<file path="src/rtl/hazard_stall_unit_if.sv">
// ID-stage hazard bundle: hazard inputs from ID/EX and stall/bubble controls back to the pipeline.
// Statistics ports exist only when HAZARD_STATS_EN is defined.
interface hazard_stall_unit_if;
    logic [4:0] rsId;
    logic [4:0] rtId;
    logic       useRsId;
    logic       useRtId;
    logic [4:0] fsId;
    logic [4:0] ftId;
    logic       useFsId;
    logic       useFtId;
    logic [4:0] rWEx;
    logic       memReadEx;
    logic       fpLoadEx;
    logic [1:0] fpOpEx;

    logic       pcWrite;
    logic       ifIdWrite;
    logic       idExWrite;
    logic       idExBubble;
    logic       exMemBubble;
    logic       fpBusy;
`ifdef HAZARD_STATS_EN
    logic [31:0] loadStallCnt;
    logic [31:0] fpStallCnt;
`endif

    modport master (
`ifdef HAZARD_STATS_EN
        input  loadStallCnt, fpStallCnt,
`endif
        output rsId, rtId, useRsId, useRtId, fsId, ftId, useFsId, useFtId,
        output rWEx, memReadEx, fpLoadEx, fpOpEx,
        input  pcWrite, ifIdWrite, idExWrite, idExBubble, exMemBubble, fpBusy
    );

    modport slave (
`ifdef HAZARD_STATS_EN
        output loadStallCnt, fpStallCnt,
`endif
        input  rsId, rtId, useRsId, useRtId, fsId, ftId, useFsId, useFtId,
        input  rWEx, memReadEx, fpLoadEx, fpOpEx,
        output pcWrite, ifIdWrite, idExWrite, idExBubble, exMemBubble, fpBusy
    );
endinterface

</file>
<file path="src/rtl/hazard_stall_unit.sv">
// Load-use and multicycle-FP hazard controller driving PC, IF/ID, ID/EX and EX/MEM enables/bubbles.
// Optional stall statistics counters are built when HAZARD_STATS_EN is defined.
module hazard_stall_unit #(
    parameter int unsigned FP_ADD_LAT = 2,
    parameter int unsigned FP_MUL_LAT = 4,
    parameter int unsigned FP_DIV_LAT = 16,
    parameter int unsigned CNT_W      = 5
) (
    input  logic               clk,
    input  logic               rst_n,
    hazard_stall_unit_if.slave io_hz
);

    typedef enum logic [0:0] {StIdle, StFpBusy} state_e;

    localparam logic [CNT_W-1:0] CntOne = CNT_W'(1);

    state_e           r_state;
    logic [CNT_W-1:0] r_cnt;
    logic             r_fp_busy;

    logic [CNT_W-1:0] w_lat_m1;
    logic             w_fp_start;
    logic             w_busy_freeze;
    logic             w_int_hit;
    logic             w_fp_hit;
    logic             w_load_use;
    logic             w_load_bubble;
    logic             w_freeze;

    logic             w_pc_write;
    logic             w_if_id_write;
    logic             w_id_ex_write;
    logic             w_id_ex_bubble;
    logic             w_ex_mem_bubble;

    // Counter is loaded with lat-1: the start cycle itself is the first EX-occupancy cycle.
    always_comb begin
        w_lat_m1 = '0;
        unique case (io_hz.fpOpEx)
            2'b01:   w_lat_m1 = CNT_W'(FP_ADD_LAT - 1);
            2'b10:   w_lat_m1 = CNT_W'(FP_MUL_LAT - 1);
            2'b11:   w_lat_m1 = CNT_W'(FP_DIV_LAT - 1);
            default: w_lat_m1 = '0;
        endcase
    end

    assign w_fp_start = (r_state == StIdle) && (io_hz.fpOpEx != 2'b00) && (w_lat_m1 != '0);
    assign w_busy_freeze = (r_state == StFpBusy) && (r_cnt > CntOne);

    assign w_int_hit = io_hz.memReadEx && (io_hz.rWEx != 5'd0) &&
                       ((io_hz.useRsId && (io_hz.rsId == io_hz.rWEx)) ||
                        (io_hz.useRtId && (io_hz.rtId == io_hz.rWEx)));

    // FP register 0 is an ordinary register, so no zero exclusion on this path.
    assign w_fp_hit = io_hz.fpLoadEx &&
                      ((io_hz.useFsId && (io_hz.fsId == io_hz.rWEx)) ||
                       (io_hz.useFtId && (io_hz.ftId == io_hz.rWEx)));

    assign w_load_use    = w_int_hit || w_fp_hit;
    assign w_load_bubble = rst_n && (r_state == StIdle) && !w_fp_start && w_load_use;
    assign w_freeze      = rst_n && (w_fp_start || w_busy_freeze);

    always_comb begin
        w_pc_write      = 1'b1;
        w_if_id_write   = 1'b1;
        w_id_ex_write   = 1'b1;
        w_id_ex_bubble  = 1'b0;
        w_ex_mem_bubble = 1'b0;
        if (!rst_n) begin
            w_pc_write      = 1'b0;
            w_if_id_write   = 1'b0;
            w_id_ex_write   = 1'b1;
            w_id_ex_bubble  = 1'b1;
            w_ex_mem_bubble = 1'b1;
        end else if (w_freeze) begin
            w_pc_write      = 1'b0;
            w_if_id_write   = 1'b0;
            w_id_ex_write   = 1'b0;
            w_id_ex_bubble  = 1'b0;
            w_ex_mem_bubble = 1'b1;
        end else if (w_load_bubble) begin
            w_pc_write      = 1'b0;
            w_if_id_write   = 1'b0;
            w_id_ex_write   = 1'b1;
            w_id_ex_bubble  = 1'b1;
            w_ex_mem_bubble = 1'b0;
        end
    end

    always_ff @(posedge clk) begin
        if (!rst_n) begin
            r_state   <= StIdle;
            r_cnt     <= '0;
            r_fp_busy <= 1'b0;
        end else begin
            unique case (r_state)
                StIdle: begin
                    if (w_fp_start) begin
                        r_state   <= StFpBusy;
                        r_cnt     <= w_lat_m1;
                        r_fp_busy <= 1'b1;
                    end
                end
                StFpBusy: begin
                    // cnt==1 is the release cycle; fpOpEx here still belongs to the finishing op.
                    if (r_cnt > CntOne) begin
                        r_cnt <= r_cnt - CntOne;
                    end else begin
                        r_state   <= StIdle;
                        r_cnt     <= '0;
                        r_fp_busy <= 1'b0;
                    end
                end
                default: begin
                    r_state   <= StIdle;
                    r_cnt     <= '0;
                    r_fp_busy <= 1'b0;
                end
            endcase
        end
    end

    assign io_hz.pcWrite     = w_pc_write;
    assign io_hz.ifIdWrite   = w_if_id_write;
    assign io_hz.idExWrite   = w_id_ex_write;
    assign io_hz.idExBubble  = w_id_ex_bubble;
    assign io_hz.exMemBubble = w_ex_mem_bubble;
    assign io_hz.fpBusy      = r_fp_busy && rst_n;

`ifdef HAZARD_STATS_EN
    logic [31:0] r_load_stall_cnt;
    logic [31:0] r_fp_stall_cnt;

    always_ff @(posedge clk) begin
        if (!rst_n) begin
            r_load_stall_cnt <= '0;
            r_fp_stall_cnt   <= '0;
        end else begin
            if (w_load_bubble && (r_load_stall_cnt != 32'hFFFF_FFFF)) begin
                r_load_stall_cnt <= r_load_stall_cnt + 32'd1;
            end
            if (w_freeze && (r_fp_stall_cnt != 32'hFFFF_FFFF)) begin
                r_fp_stall_cnt <= r_fp_stall_cnt + 32'd1;
            end
        end
    end

    assign io_hz.loadStallCnt = r_load_stall_cnt;
    assign io_hz.fpStallCnt   = r_fp_stall_cnt;
`endif

endmodule

</file>
<file path="src/flat_wrapper.sv">
// flat-port wrapper written by rule: the top's interface ports become plain ports
module hazard_stall_unit_flat 
#(
    parameter int unsigned FP_ADD_LAT = 2,
    parameter int unsigned FP_MUL_LAT = 4,
    parameter int unsigned FP_DIV_LAT = 16,
    parameter int unsigned CNT_W      = 5
)
  (clk, rst_n, io_hz_rsId, io_hz_rtId, io_hz_useRsId, io_hz_useRtId, io_hz_fsId, io_hz_ftId, io_hz_useFsId, io_hz_useFtId, io_hz_rWEx, io_hz_memReadEx, io_hz_fpLoadEx, io_hz_fpOpEx, io_hz_pcWrite, io_hz_ifIdWrite, io_hz_idExWrite, io_hz_idExBubble, io_hz_exMemBubble, io_hz_fpBusy);
  hazard_stall_unit_if io_hz_i ();
  input  logic clk;
  input  logic rst_n;
  input wire logic [$bits(io_hz_i.rsId)-1:0] io_hz_rsId;
  input wire logic [$bits(io_hz_i.rtId)-1:0] io_hz_rtId;
  input wire logic [$bits(io_hz_i.useRsId)-1:0] io_hz_useRsId;
  input wire logic [$bits(io_hz_i.useRtId)-1:0] io_hz_useRtId;
  input wire logic [$bits(io_hz_i.fsId)-1:0] io_hz_fsId;
  input wire logic [$bits(io_hz_i.ftId)-1:0] io_hz_ftId;
  input wire logic [$bits(io_hz_i.useFsId)-1:0] io_hz_useFsId;
  input wire logic [$bits(io_hz_i.useFtId)-1:0] io_hz_useFtId;
  input wire logic [$bits(io_hz_i.rWEx)-1:0] io_hz_rWEx;
  input wire logic [$bits(io_hz_i.memReadEx)-1:0] io_hz_memReadEx;
  input wire logic [$bits(io_hz_i.fpLoadEx)-1:0] io_hz_fpLoadEx;
  input wire logic [$bits(io_hz_i.fpOpEx)-1:0] io_hz_fpOpEx;
  output wire logic [$bits(io_hz_i.pcWrite)-1:0] io_hz_pcWrite;
  output wire logic [$bits(io_hz_i.ifIdWrite)-1:0] io_hz_ifIdWrite;
  output wire logic [$bits(io_hz_i.idExWrite)-1:0] io_hz_idExWrite;
  output wire logic [$bits(io_hz_i.idExBubble)-1:0] io_hz_idExBubble;
  output wire logic [$bits(io_hz_i.exMemBubble)-1:0] io_hz_exMemBubble;
  output wire logic [$bits(io_hz_i.fpBusy)-1:0] io_hz_fpBusy;
  assign io_hz_i.rsId = io_hz_rsId;
  assign io_hz_i.rtId = io_hz_rtId;
  assign io_hz_i.useRsId = io_hz_useRsId;
  assign io_hz_i.useRtId = io_hz_useRtId;
  assign io_hz_i.fsId = io_hz_fsId;
  assign io_hz_i.ftId = io_hz_ftId;
  assign io_hz_i.useFsId = io_hz_useFsId;
  assign io_hz_i.useFtId = io_hz_useFtId;
  assign io_hz_i.rWEx = io_hz_rWEx;
  assign io_hz_i.memReadEx = io_hz_memReadEx;
  assign io_hz_i.fpLoadEx = io_hz_fpLoadEx;
  assign io_hz_i.fpOpEx = io_hz_fpOpEx;
  assign io_hz_pcWrite = io_hz_i.pcWrite;
  assign io_hz_ifIdWrite = io_hz_i.ifIdWrite;
  assign io_hz_idExWrite = io_hz_i.idExWrite;
  assign io_hz_idExBubble = io_hz_i.idExBubble;
  assign io_hz_exMemBubble = io_hz_i.exMemBubble;
  assign io_hz_fpBusy = io_hz_i.fpBusy;
  hazard_stall_unit #(.FP_ADD_LAT(FP_ADD_LAT), .FP_MUL_LAT(FP_MUL_LAT), .FP_DIV_LAT(FP_DIV_LAT), .CNT_W(CNT_W)) u_core (.clk(clk), .rst_n(rst_n), .io_hz(io_hz_i));
endmodule
</file>
<file path="config.mk">
export PLATFORM = sky130hd
export DESIGN_NAME = hazard_stall_unit_flat
export DESIGN_NICKNAME = d
export VERILOG_FILES = /design/src/rtl/hazard_stall_unit_if.sv /design/src/rtl/hazard_stall_unit.sv /design/src/flat_wrapper.sv
export SDC_FILE = /design/constraint.sdc
export NUM_CORES = 1
export LEC_CHECK = 0
export CELL_PAD_IN_SITES_DETAIL_PLACEMENT = 0
export CELL_PAD_IN_SITES_GLOBAL_PLACEMENT = 1
export CORE_MARGIN = 5
export CORE_UTILIZATION = 27
export DETAILED_ROUTE_END_ITERATION = 8
export PLACE_DENSITY = 0.92
export SKIP_CTS_REPAIR_TIMING = 1
export SYNTH_ARGS = -nofsm -noshare
export SYNTH_HDL_FRONTEND = slang
export SYNTH_SLANG_ARGS = --single-unit
</file>
<file path="constraint.sdc">
create_clock -name clk -period 3.5 [get_ports clk]
set_input_delay 0.525 -clock clk [delete_from_list [all_inputs] [get_ports clk]]
set_output_delay 0.525 -clock clk [all_outputs]
set_load 0.03 [all_outputs]
</file>
==> summary.md <==
| Metric | Value |
|---|---|
| Ant. Diodes | 0 |
| Vias | roughly 760 |
| Max Freq | a little over 300 MHz |
| Antenna violations before repair | 0 |
| GR Util met3 | 0.0356 |
| Netlist Area Pre-Place | 713 um^2 |
| R2R depth | 5 |
| Busiest grt layer | met2 |
| Synthesized flop and latch total | 7 |
| Post-Syn Nets | 129 |
| Clk_lat worst skew | around 0.25 ns |
| First-pass GRT wire length | about 3.8 mm |
| Dpl cells | 160 |
| Crit end category | output port |
| # fillers | 265 |
| Outcome | completed |
| Hold Fails Final Rpt | 0 |
| Core ar. | 2500 um^2 |
| Hold depth | 2 |
| Type of the worst setup path | in -> out |
| Nature of the critical path startpoint | primary input |
| Port Buffer Count | 40 |
| PD cells | 315 nW/um^2 |
| Yosys warns | 0 |
| Syn Area/Cell | 7.75 um^2 |
| Row cnt | 18 |
| Least-Margin Pin Slew | 0.320 ns |
| DIE AREA | 3770 um^2 |
| Pins Over Slew Limit | 0 |
| Clk buf depth | 2 |
| RSZ-0062 raised after global routing | false |
| Final number of setup-violating endpoints | 0 |
| CP arrival | 2.72 ns |
| Total gr overflow | 0 |
| Fin crit share | 0.927 |
| Setup TNS | 0 ns |
| Fin util | 0.465 |
| Reg clk slew, reported paths | 0.05 ns |
| Final ANT Viol Nets | 0 |
| WL/cell | 13.8 um |
| Final Cell Area | 1160 um^2 |
| Htree depth | 1 |
| Met2 usage | 0.240 |
| Placed Area | 1140 um^2 |
| CTS tree | done |
| Clk sinks | 7 |
| Sequential Area | around 140 um^2 |
| Layout cells sized above 1 | 0.0896 |
| Root buffer cell | clkbuf_4 |
| Drt initial violations | 18 |
| Die H | 61.4 um |
| Final min period | between 3 and 4 ns |
| Max Fanout on Critical Path | 5 |
| Largest net degree at the start of global routing | 10 |
| Seq/Total Area, Yosys | 0.196 |
| Vias in the first global route | 805 |
| NumNets Final | 172 |
| Total track usage | 0.140 |
| Initial Utilization | 0.285 |
| Clock Skew | 0.000730 ns |
| Pleak | 0.422 nW |
| Grt met1 use | 0.173 |
| Die width | about 61 um |
| Max VDD drop | 0.234 mV |
| Max Cap Viol | 0 |
| Layout area overhead | 63.0% |
| Vias per cell | 4.65 |
| Multi-input gate area | 509 um^2 |
| First-pass DRT Iterations | 4 |
| I/O Pins | 41 |
| Hold Path Class | reg -> reg |
| Number of buffers created by CTS | 3 |
| Mapped Cells | roughly 90 |
| Routed WL | 2.27 mm |
| Slew HR | 0.786 |
| Worst path required time | 2.97 ns |
| Post-DP HPWL | roughly 1.9 mm |
| Synth unique cells | 29 |
| # DRC | 0 |
| Placer Congestion | 0.853 |
| Fin cells | 164 |
Yosys cell counts:
cell type	count	area share
or4_4	1	0.016
xor2_1	9	0.11
nand4_1	6	0.053
and2_1	4	0.035
o21ai_0	3	0.021
nor4_1	2	0.018
buf_4	1	0.011
ha_1	2	0.035
a21oi_1	4	0.028
o21a_1	2	0.021
nor3_1	2	0.014
and4b_1	1	0.014
a21boi_1	2	0.021
dfxtp_1	7	0.20
inv_2	2	0.011
nand2b_1	1	0.0088
xnor2_1	12	0.15
buf_6	2	0.032
nor2_1	7	0.037
a31oi_1	1	0.0088
nand2_1	4	0.021
buf_2	3	0.021
or3_1	1	0.0088
a211oi_1	1	0.011
o2111ai_2	1	0.021
o21ai_1	6	0.042
o22ai_1	1	0.0088
inv_1	3	0.016
nor3_2	1	0.014
where the power goes:
part           switching, mW  internal [mW]  total (mW)
sequential            0.0135         0.0918       0.105
combinational         0.0900         0.0965       0.186
clock                 0.0308         0.0436      0.0743
per-stage QoR:
stage | total power, mW | hold WS [ns] | setup slack (ns)
floorplan | 0.215 | 0.459 | 1.01
global placement | 0.288 | 0.471 | 0.304
detailed placement | 0.292 | 0.477 | 0.269
CTS | 0.369 | 0.484 | 0.270
global route | 0.398 | 0.520 | 0.177
finish | 0.366 | 0.483 | 0.256
layout make-up:
cell class | instances | share of cell area
inverter | 5 | 0.0161
multi-input combinational | 74 | 0.438
clock buffer | 4 | 0.0226
tap | 30 | 0.0323
sequential | 7 | 0.121
timing repair buffer | 44 | 0.370
flip-flops by register name, indices dropped and copies added, names as in the netlist:
signal,cells
u_core.r_cnt,5
u_core.r_fp_busy,1
u_core.r_state,1
cells by family (layout without fill, tap and decap cells):
| group | after synthesis | count (layout) | share of synthesized area |
|---|---|---|---|
| buffers and inverters | 11 | 53 | 0.0895 |
| AND/OR/NAND/NOR | 30 | 30 | 0.239 |
| adder cells (fa/ha/maj) | 2 | 2 | 0.0351 |
| flip-flops | 7 | 7 | 0.196 |
| AO/OA/AOI/OAI | 21 | 21 | 0.182 |
| XOR/XNOR | 21 | 21 | 0.258 |
worst paths after layout:
kind                   start  slack [ns]         endpoint
min          u_core.r_cnt[4]        0.48  u_core.r_cnt[4]
max reg2reg  u_core.r_cnt[1]        2.13  u_core.r_cnt[1]
max            io_hz_rWEx[2]        0.26  io_hz_ifIdWrite
min reg2reg  u_core.r_cnt[4]        0.48  u_core.r_cnt[4]
metal layers:
layer	wire, um	part of all wire
met5	0	0
met4	34	0.015
met3	54	0.024
met2	1230	0.54
met1	947	0.42
layout by cell type, fill, tap and decap left out, drive strengths merged, types with 5 or more instances in the layout:
cell / netlist / final
nor2: 7 / 7
inv: 5 / 5
dfxtp: 7 / 7
xor2: 9 / 9
nand4: 6 / 6
clkdlybuf4s50: 0 / 40
xnor2: 12 / 12
o21ai: 9 / 9
worst max-delay path: stages:
cell and delay (ns):
clkdlybuf4s50_1 0.54, or4_4 0.53, o2111ai_2 0.19, and4b_1 0.25
clkdlybuf4s50_1 0.68
Note: power is estimated with default switching activity, not from simulation.
